$ cat src/rtl/event_decoder.sv
// Event decoder: 4-deep skid FIFO between the event router strobe and a
// valid/ready consumer. The head entry is unpacked into its fields, and the
// block flags bad packet types and FIFO overflow.
// The optional per-channel timestamp order check is enabled by defining
// EVENT_DECODER_TS_CHECK_EN.
module event_decoder #(
  parameter int WIDTH     = 64,
  parameter int DEPTH     = 4,
  parameter int CHIP_ID_W = 8
) (
  input  logic                     clk,
  input  logic                     reset,
  input  logic [WIDTH-2:0]         channel_event_in,
  input  logic                     load_event,
  input  logic                     evt_ready,
  output logic                     evt_valid,
  output logic [1:0]               pkt_type,
  output logic [CHIP_ID_W-1:0]     chip_id,
  output logic [5:0]               channel_id,
  output logic [30:0]              timestamp,
  output logic                     first_packet,
  output logic [9:0]               adc_data,
  output logic [1:0]               trigger_type,
  output logic [2:0]               fifo_status,
  output logic                     bad_type,
  output logic                     overflow,
  output logic [$clog2(DEPTH):0]   occupancy,
  output logic                     ts_order_err
);

  localparam int AW = $clog2(DEPTH);
  localparam int PW = AW + 1;
  localparam int EW = WIDTH - 1;

  logic [PW-1:0] wr_ptr_q, wr_ptr_d;
  logic [PW-1:0] rd_ptr_q, rd_ptr_d;
  logic [EW-1:0] mem_q [DEPTH];
  logic [EW-1:0] mem_d [DEPTH];
  logic          overflow_q, overflow_d;

  logic [PW-1:0] occ;
  logic          full;
  logic          rd_en;
  logic          wr_en;
  logic [EW-1:0] head;

  // The extra pointer bit lets a full FIFO be told apart from an empty one.
  assign occ       = wr_ptr_q - rd_ptr_q;
  assign full      = (occ == PW'(DEPTH));
  assign evt_valid = (occ != '0);
  assign rd_en     = evt_valid & evt_ready;
  // A read in the same cycle frees a slot, so a full FIFO can still accept.
  assign wr_en     = load_event & (~full | rd_en);
  assign head      = mem_q[rd_ptr_q[AW-1:0]];

  assign occupancy    = occ;
  assign overflow     = overflow_q;
  assign pkt_type     = head[1:0];
  assign chip_id      = head[2 +: CHIP_ID_W];
  assign channel_id   = head[15:10];
  assign timestamp    = head[46:16];
  assign first_packet = head[47];
  assign adc_data     = head[57:48];
  assign trigger_type = head[59:58];
  assign fifo_status  = head[62:60];
  assign bad_type     = evt_valid & (head[1:0] != 2'b01);

  // Next-state for the pointers, the storage and the sticky overflow flag.
  always_comb begin
    wr_ptr_d   = wr_ptr_q;
    rd_ptr_d   = rd_ptr_q;
    mem_d      = mem_q;
    overflow_d = overflow_q;
    if (wr_en) begin
      mem_d[wr_ptr_q[AW-1:0]] = channel_event_in;
      wr_ptr_d = wr_ptr_q + PW'(1);
    end
    if (rd_en) begin
      rd_ptr_d = rd_ptr_q + PW'(1);
    end
    if (load_event & full & ~rd_en) begin
      overflow_d = 1'b1;
    end
  end

  // FIFO state registers. Storage is cleared too, so the field outputs read 0 after reset.
  always_ff @(posedge clk or posedge reset) begin
    if (reset) begin
      wr_ptr_q   <= '0;
      rd_ptr_q   <= '0;
      overflow_q <= 1'b0;
      for (int i = 0; i < DEPTH; i++) begin
        mem_q[i] <= '0;
      end
    end else begin
      wr_ptr_q   <= wr_ptr_d;
      rd_ptr_q   <= rd_ptr_d;
      overflow_q <= overflow_d;
      mem_q      <= mem_d;
    end
  end

`ifdef EVENT_DECODER_TS_CHECK_EN
  logic [30:0] ts_tab_q [64];
  logic [30:0] ts_tab_d [64];
  logic [63:0] ts_vld_q, ts_vld_d;
  logic        ts_err_q, ts_err_d;

  // Compare each consumed event against the last timestamp seen on its channel.
  always_comb begin
    ts_tab_d = ts_tab_q;
    ts_vld_d = ts_vld_q;
    ts_err_d = 1'b0;
    if (rd_en) begin
      if (~first_packet && ts_vld_q[channel_id] &&
          (timestamp < ts_tab_q[channel_id])) begin
        ts_err_d = 1'b1;
      end
      ts_tab_d[channel_id] = timestamp;
      ts_vld_d[channel_id] = 1'b1;
    end
  end

  // Timestamp table and the one-cycle error pulse.
  always_ff @(posedge clk or posedge reset) begin
    if (reset) begin
      ts_vld_q <= '0;
      ts_err_q <= 1'b0;
      for (int i = 0; i < 64; i++) begin
        ts_tab_q[i] <= '0;
      end
    end else begin
      ts_tab_q <= ts_tab_d;
      ts_vld_q <= ts_vld_d;
      ts_err_q <= ts_err_d;
    end
  end

  assign ts_order_err = ts_err_q;
`else
  assign ts_order_err = 1'b0;
`endif

endmodule

$ cat config.mk
export PLATFORM = sky130hd
export DESIGN_NAME = event_decoder
export DESIGN_NICKNAME = d
export VERILOG_FILES = /design/src/rtl/event_decoder.sv
export SDC_FILE = /design/constraint.sdc
export NUM_CORES = 1
export LEC_CHECK = 0
export CAP_MARGIN = 15
export CORE_MARGIN = 5
export CORE_UTILIZATION = 25
export CTS_CLUSTER_DIAMETER = 60
export DETAILED_ROUTE_END_ITERATION = 6
export HOLD_SLACK_MARGIN = 0.1
export PLACE_DENSITY = 0.45
export SLEW_MARGIN = 10
export SYNTH_ARGS = -nofsm -noshare
export SYNTH_HDL_FRONTEND = slang
export SYNTH_SLANG_ARGS = --single-unit
$ cat constraint.sdc
create_clock -name clk -period 18.4 [get_ports clk]
set_clock_uncertainty 0.2 [all_clocks]
set_input_delay 2.76 -clock clk [delete_from_list [all_inputs] [get_ports clk]]
set_output_delay 2.76 -clock clk [all_outputs]
set_load 0.05 [all_outputs]
==> results.yml, run 1 <==
status:
  outcome: "finished clean"
detailed_routing:
  viasPerCell: 4.43
  drtPass1Iterations: 4
  vias: 6300
  drt_iter0_drc: 298
  drc: 0
  ant_nets: 0
  wl_per_cell_um: 19.3
  drt-total-wl_mm: 27.5
yosys:
  syn_area_per_cell_um2: 17.4
  synth_top_family_by_area: "multiplexers"
  yosysUniqueCellTypes: 25
  ys_warn_count: 0
  synth-seq-cells: 259
  yosysSeqAreaShare_pct: 56.7
  yosys.area.top_type: "dfrtp_1"
  yosys-mux-area-fraction_pct: 37.4
  yosys.area_share.adder_pct: 0.941
  synth-compound-area-share_pct: 0.897
  syn-num-nets: 731
  ys_top_cells_by_area: "dfrtp_1, mux2_2, mux4_2, mux2_1, buf_6"
  synth.top_cell.area_share_pct: 56.7
  syn_inst: 656
  synth_xor_area_share_pct: 0.525
  syn_area_um2: 11400
  synth_simple_gate_area_share_pct: 0.438
clocking:
  cts_made_buffers: 35
  cts_buffer_depth: 3
  hold_buffers: 0
  clockRootBuffer: "clkbuf_16"
  cts_tree: "yes"
  htreeDepth: 2
  clkLatencyLatePin_ps: 520
  postCtsSetupRepairBufs: 0
  ctsResizeCount: 0
  clk_pin_slew_ps: 60
  clock_sinks: 259
place:
  hpwl_mm: 16.3
  port_buffers: 135
  globalplace.congestion: 0.658
  preCtsSetupSlack_ps: 12190
sta:
  hold_viol_final: 0
  slew_violations: 0
  fin_crit_ps: 6630
  slew_headroom_pct: 36.5
  holdWs_ps: 269
  min_period_over_period_pct: 36.0
  fin_ws_ps: 11770
  max_freq_mhz: 151
  rsz0062_at_grt: "no"
  tightestPinTransition_ps: 950
  fin_setup_tns_ps: 0
  setup_viol: 0
setup_path:
  end_kind: "primary output"
  arrival_ps: 3670
  cp.required_ps: 15440
  timing.rr.end: "mem_q[244]"
  path_class: "reg2out"
  r2r_slack_ps: 13860
  crit_path_start_kind: "flop"
  r2r-start: "rd_ptr_q[1]"
  cp_max_fo: 50
  rr_worst_depth: 7
die:
  start_util_pct: 25.3
  coreArea_um2: 45300
  ios: 137
  rows: 78
  die_h_um: 224
  die_x_um: 224
  die-area_um2: 50100
grt:
  track_usage_pct: 11.2
  first_global_vias: 7022
  grt_max_degree: 125
  antenna_found_initial: 2
  grt_pass1_wl_mm: 43.5
  grt_remaining_overflow: 0
cells_and_area:
  final_common_cell: "dfrtp_1"
  final_cell_mix: "dfrtp_1, mux2_2, clkdlybuf4s50_1, mux4_2, clkbuf_16"
  fin_nets: 874
  n_fill_cell: 4471
  area_growth_pct: 26.4
  layout-drive-gt1-share_pct: 45.2
  diodes: 0
worst_hold_path:
  min_to: "overflow"
  hold_path_startpoint: "overflow"
  hold_path.class: "reg2reg"
  min_path_cells: 1
run:
  max_cap_violations: 0
logic make-up after synthesis:
| family | count (synthesis) |
|---|---|
| flip-flops | 259 |
| other | 1 |
| AO/OA/AOI/OAI | 9 |
| XOR/XNOR | 5 |
| AND/OR/NAND/NOR | 10 |
| multiplexers | 317 |
| buffers and inverters | 47 |
| adder cells (fa/ha/maj) | 8 |
cells in the mapped netlist, drive strengths merged:
library cell  number
or2                1
fa                 1
a211o              1
inv                7
o21ai              1
nor3b              1
buf               36
xor2               1
conb               1
mux4              63
a31o               1
xor3               1
dfrtp            259
clkbuf             4
a21boi             2
ha                 7
a21oi              4
and3b              1
mux2             254
xnor2              3
nor3               1
nand2              6
worst max-delay path by stage:
stage                     slack, ps       end         from
after floorplan                8310  mem_q[0]        reset
after global placement        12190  bad_type  rd_ptr_q[1]
after detailed placement      12190  bad_type  rd_ptr_q[1]
after CTS                     11610  bad_type  rd_ptr_q[1]
after global routing          11440  bad_type  rd_ptr_q[1]
final                         11770  bad_type  rd_ptr_q[1]
critical path, stage by stage (launching register included):
cell and delay, ps:
dfrtp_4 660, buf_4 810, inv_1 110, ha_1 320
nand2_1 110, or2_2 130, a21boi_0 170, clkdlybuf4s50_1 830
flip-flops by register name, summed over array words and instances, names as in the netlist:
register,flops
mem_q,252
rd_ptr_q,3
wr_ptr_q,3
overflow,1
metal layers:
metal	routed length [µm]	share of wire (%)	vias up	track usage, %
met4	552	2.0	4	2.89
met2	12800	46	120	17.3
met5	21	0.076	-	0
met1	12900	47	3391	15.5
met3	1280	4.7	44	3.16
li1	-	-	2741	-
final cells by class:
type	instances	area [µm²]	area share (%)
flip-flops and latches	259	6490	44.9
multi-input cells	350	4600	31.8
well taps	600	751	5.19
clock buffers	50	1050	7.30
clock inverters	11	88.8	0.615
repair buffers	146	1430	9.92
inverters	7	33.8	0.234
metrics by stage:
step / utilization (%) / cells / cell area [µm²]
after CTS: 31.9 / 1423 / 14500
after global routing: 31.9 / 1423 / 14500
after global placement: 29.4 / 1362 / 13300
after detailed placement: 29.4 / 1362 / 13300
final: 31.9 / 1423 / 14500
after floorplan: - / 656 / 11400
Power of run 1 is not shown: default switching activity piles up to over one toggle a cycle in this logic, so the estimate is an artifact.
==> inputs of run 2 (changes only) <==
--- a/config.mk
+++ b/config.mk
@@ -11,7 +11,7 @@
 export CTS_CLUSTER_DIAMETER = 60
 export DETAILED_ROUTE_END_ITERATION = 6
 export HOLD_SLACK_MARGIN = 0.1
-export PLACE_DENSITY = 0.45
+export PLACE_DENSITY = 0.47
 export SLEW_MARGIN = 10
 export SYNTH_ARGS = -nofsm -noshare
 export SYNTH_HDL_FRONTEND = slang
==> constraint.sdc (replaced) <==
create_clock -name clk -period 5.66 [get_ports clk]
set_clock_uncertainty 0.2 [all_clocks]
set_input_delay 0.849 -clock clk [delete_from_list [all_inputs] [get_ports clk]]
set_output_delay 0.849 -clock clk [all_outputs]
set_load 0.05 [all_outputs]
==> run 2 against run 1 <==
  * Utilization grew 0.058 points
  * Flip-flop and latch count unchanged
  * Register-to-register slack worse by 12000 ps
  * Sequential share of layout area fell by 0.081 points
  * Via count shrank 2.3%
  * Wire length is 4.9% lower
  * Non-clock buffer count grew 1
  * Final area rose by 0.18%
  * Critical path depth shrank 1
  * Critical endpoint unchanged
  * Highest routed layer unchanged
==> results.yml, run 2 (synthesized netlist as in run 1, its figures left out) <==
setup_path:
  cp.required_ps: 4610
  arrival_ps: 3600
  end_kind: "primary output"
  crit_path_start_kind: "flop"
  path_class: "reg2out"
  rr_worst_depth: 6
  cp_max_fo: 38
die:
  start_util_pct: 25.3
  die-area_um2: 50100
  die_x_um: 224
  die_h_um: 224
  coreArea_um2: 45300
  rows: 78
  ios: 137
cells_and_area:
  largest_reg_flops: 252
  final_cell_mix: "dfrtp_1, mux2_2, clkdlybuf4s50_1, mux4_2, clkbuf_16"
  final_common_cell: "dfrtp_1"
  reg.largest.list: "mem_q x252, rd_ptr_q x3, wr_ptr_q x3"
  area_growth_pct: 26.6
  finalInstanceArea_um2: 14500
  layout-drive-gt1-share_pct: 44.6
  diodes: 0
  top_register: "mem_q"
  fin_nets: 874
place:
  dpl_cell_area_um2: 13300
  port_buffers: 135
  preCtsSetupSlack_ps: 1480
  globalplace.congestion: 0.663
  hpwl_mm: 15.4
status:
  outcome: "finished clean"
sta:
  slew_headroom_pct: 47.6
  setup_viol: 0
  fin_ws_ps: 1010
  fin_crit_ps: 4650
  fin_setup_tns_ps: 0
  rsz0062_at_grt: "no"
  hold_viol_final: 0
  slew_violations: 0
  max_freq_mhz: 215
  tightestPinTransition_ps: 786
  min_period_over_period_pct: 82.2
detailed_routing:
  drtPass1Iterations: 3
  vias: 6155
  drt_iter0_drc: 177
  ant_nets: 0
  wl_per_cell_um: 18.4
  drc: 0
  drt-total-wl_mm: 26.2
  viasPerCell: 4.33
clocking:
  hold_buffers: 0
  htreeDepth: 2
  clock_sinks: 259
  postCtsSetupRepairBufs: 0
  cts_tree: "yes"
  cts_made_buffers: 34
  clkLatencyLatePin_ps: 510
  cts_buffer_depth: 3
  clk_pin_slew_ps: 60
  ctsResizeCount: 0
  clockRootBuffer: "clkbuf_16"
worst_hold_path:
  min_path_cells: 1
  hold_path.class: "reg2reg"
grt:
  first_global_vias: 6911
  antenna_found_initial: 1
  track_usage_pct: 10.6
  grt_pass1_wl_mm: 41.5
  gr-usage-met2_pct: 17.2
  grt_max_degree: 136
  grt_remaining_overflow: 0
  grt_use_met3_pct: 4.00
  grt_use_met1_pct: 13.3
  grt.busiest_layer: "met2"
run:
  max_cap_violations: 0
-- run 2: changes by cell type in the layout (fill, tap and decap cells not counted), moves of 2 or more --
| cell | delta |
|---|---|
| clkbuf_1 | +4 |
| bufinv_16 | +2 |
| buf_12 | +2 |
| clkinv_2 | -2 |
| clkbuf_8 | -4 |
-- run 2: worst max-delay path: stages (launching register included) --
cell and delay (ps):
dfrtp_4 760, ha_1 320, fa_1 410, xor3_2 420, or2_2 180, a21boi_0 160, clkdlybuf4s50_1 820
-- run 2: area by class of cell --
class                      count  area [µm²]
timing repair buffer         147        1470
sequential                   259        6490
clock buffer                  50        1010
tap                          600         751
clock inverter                 9         126
multi-input combinational    350        4600
inverter                       7        30.0
fill                        4541       30800
-- run 2: final timing paths --
kind,start,end,slack (ps)
hold / removal,mem_q[136],mem_q[136],280
hold reg to reg,mem_q[136],mem_q[136],280
max in group asynchronous,reset,mem_q[212],3570
min in group asynchronous,reset,mem_q[119],540
setup / recovery,rd_ptr_q[0],bad_type,1010
setup reg to reg,rd_ptr_q[0],mem_q[216],2240
-- run 2: metal layers --
layer	wire length, µm	share of wire (%)
met1	11400	44
met2	12500	48
met3	1670	6.4
met4	527	2.0
met5	13	0.050
-- run 2: stage by stage --
stage / hold slack [ps] / util [%] / cells
after floorplan: 252 / - / 656
after global placement: 263 / 29.5 / 1363
after detailed placement: 271 / 29.5 / 1363
after CTS: 283 / 32.0 / 1422
after global routing: 299 / 32.0 / 1422
final: 279 / 32.0 / 1422
Power of run 2 is left out for the same reason.
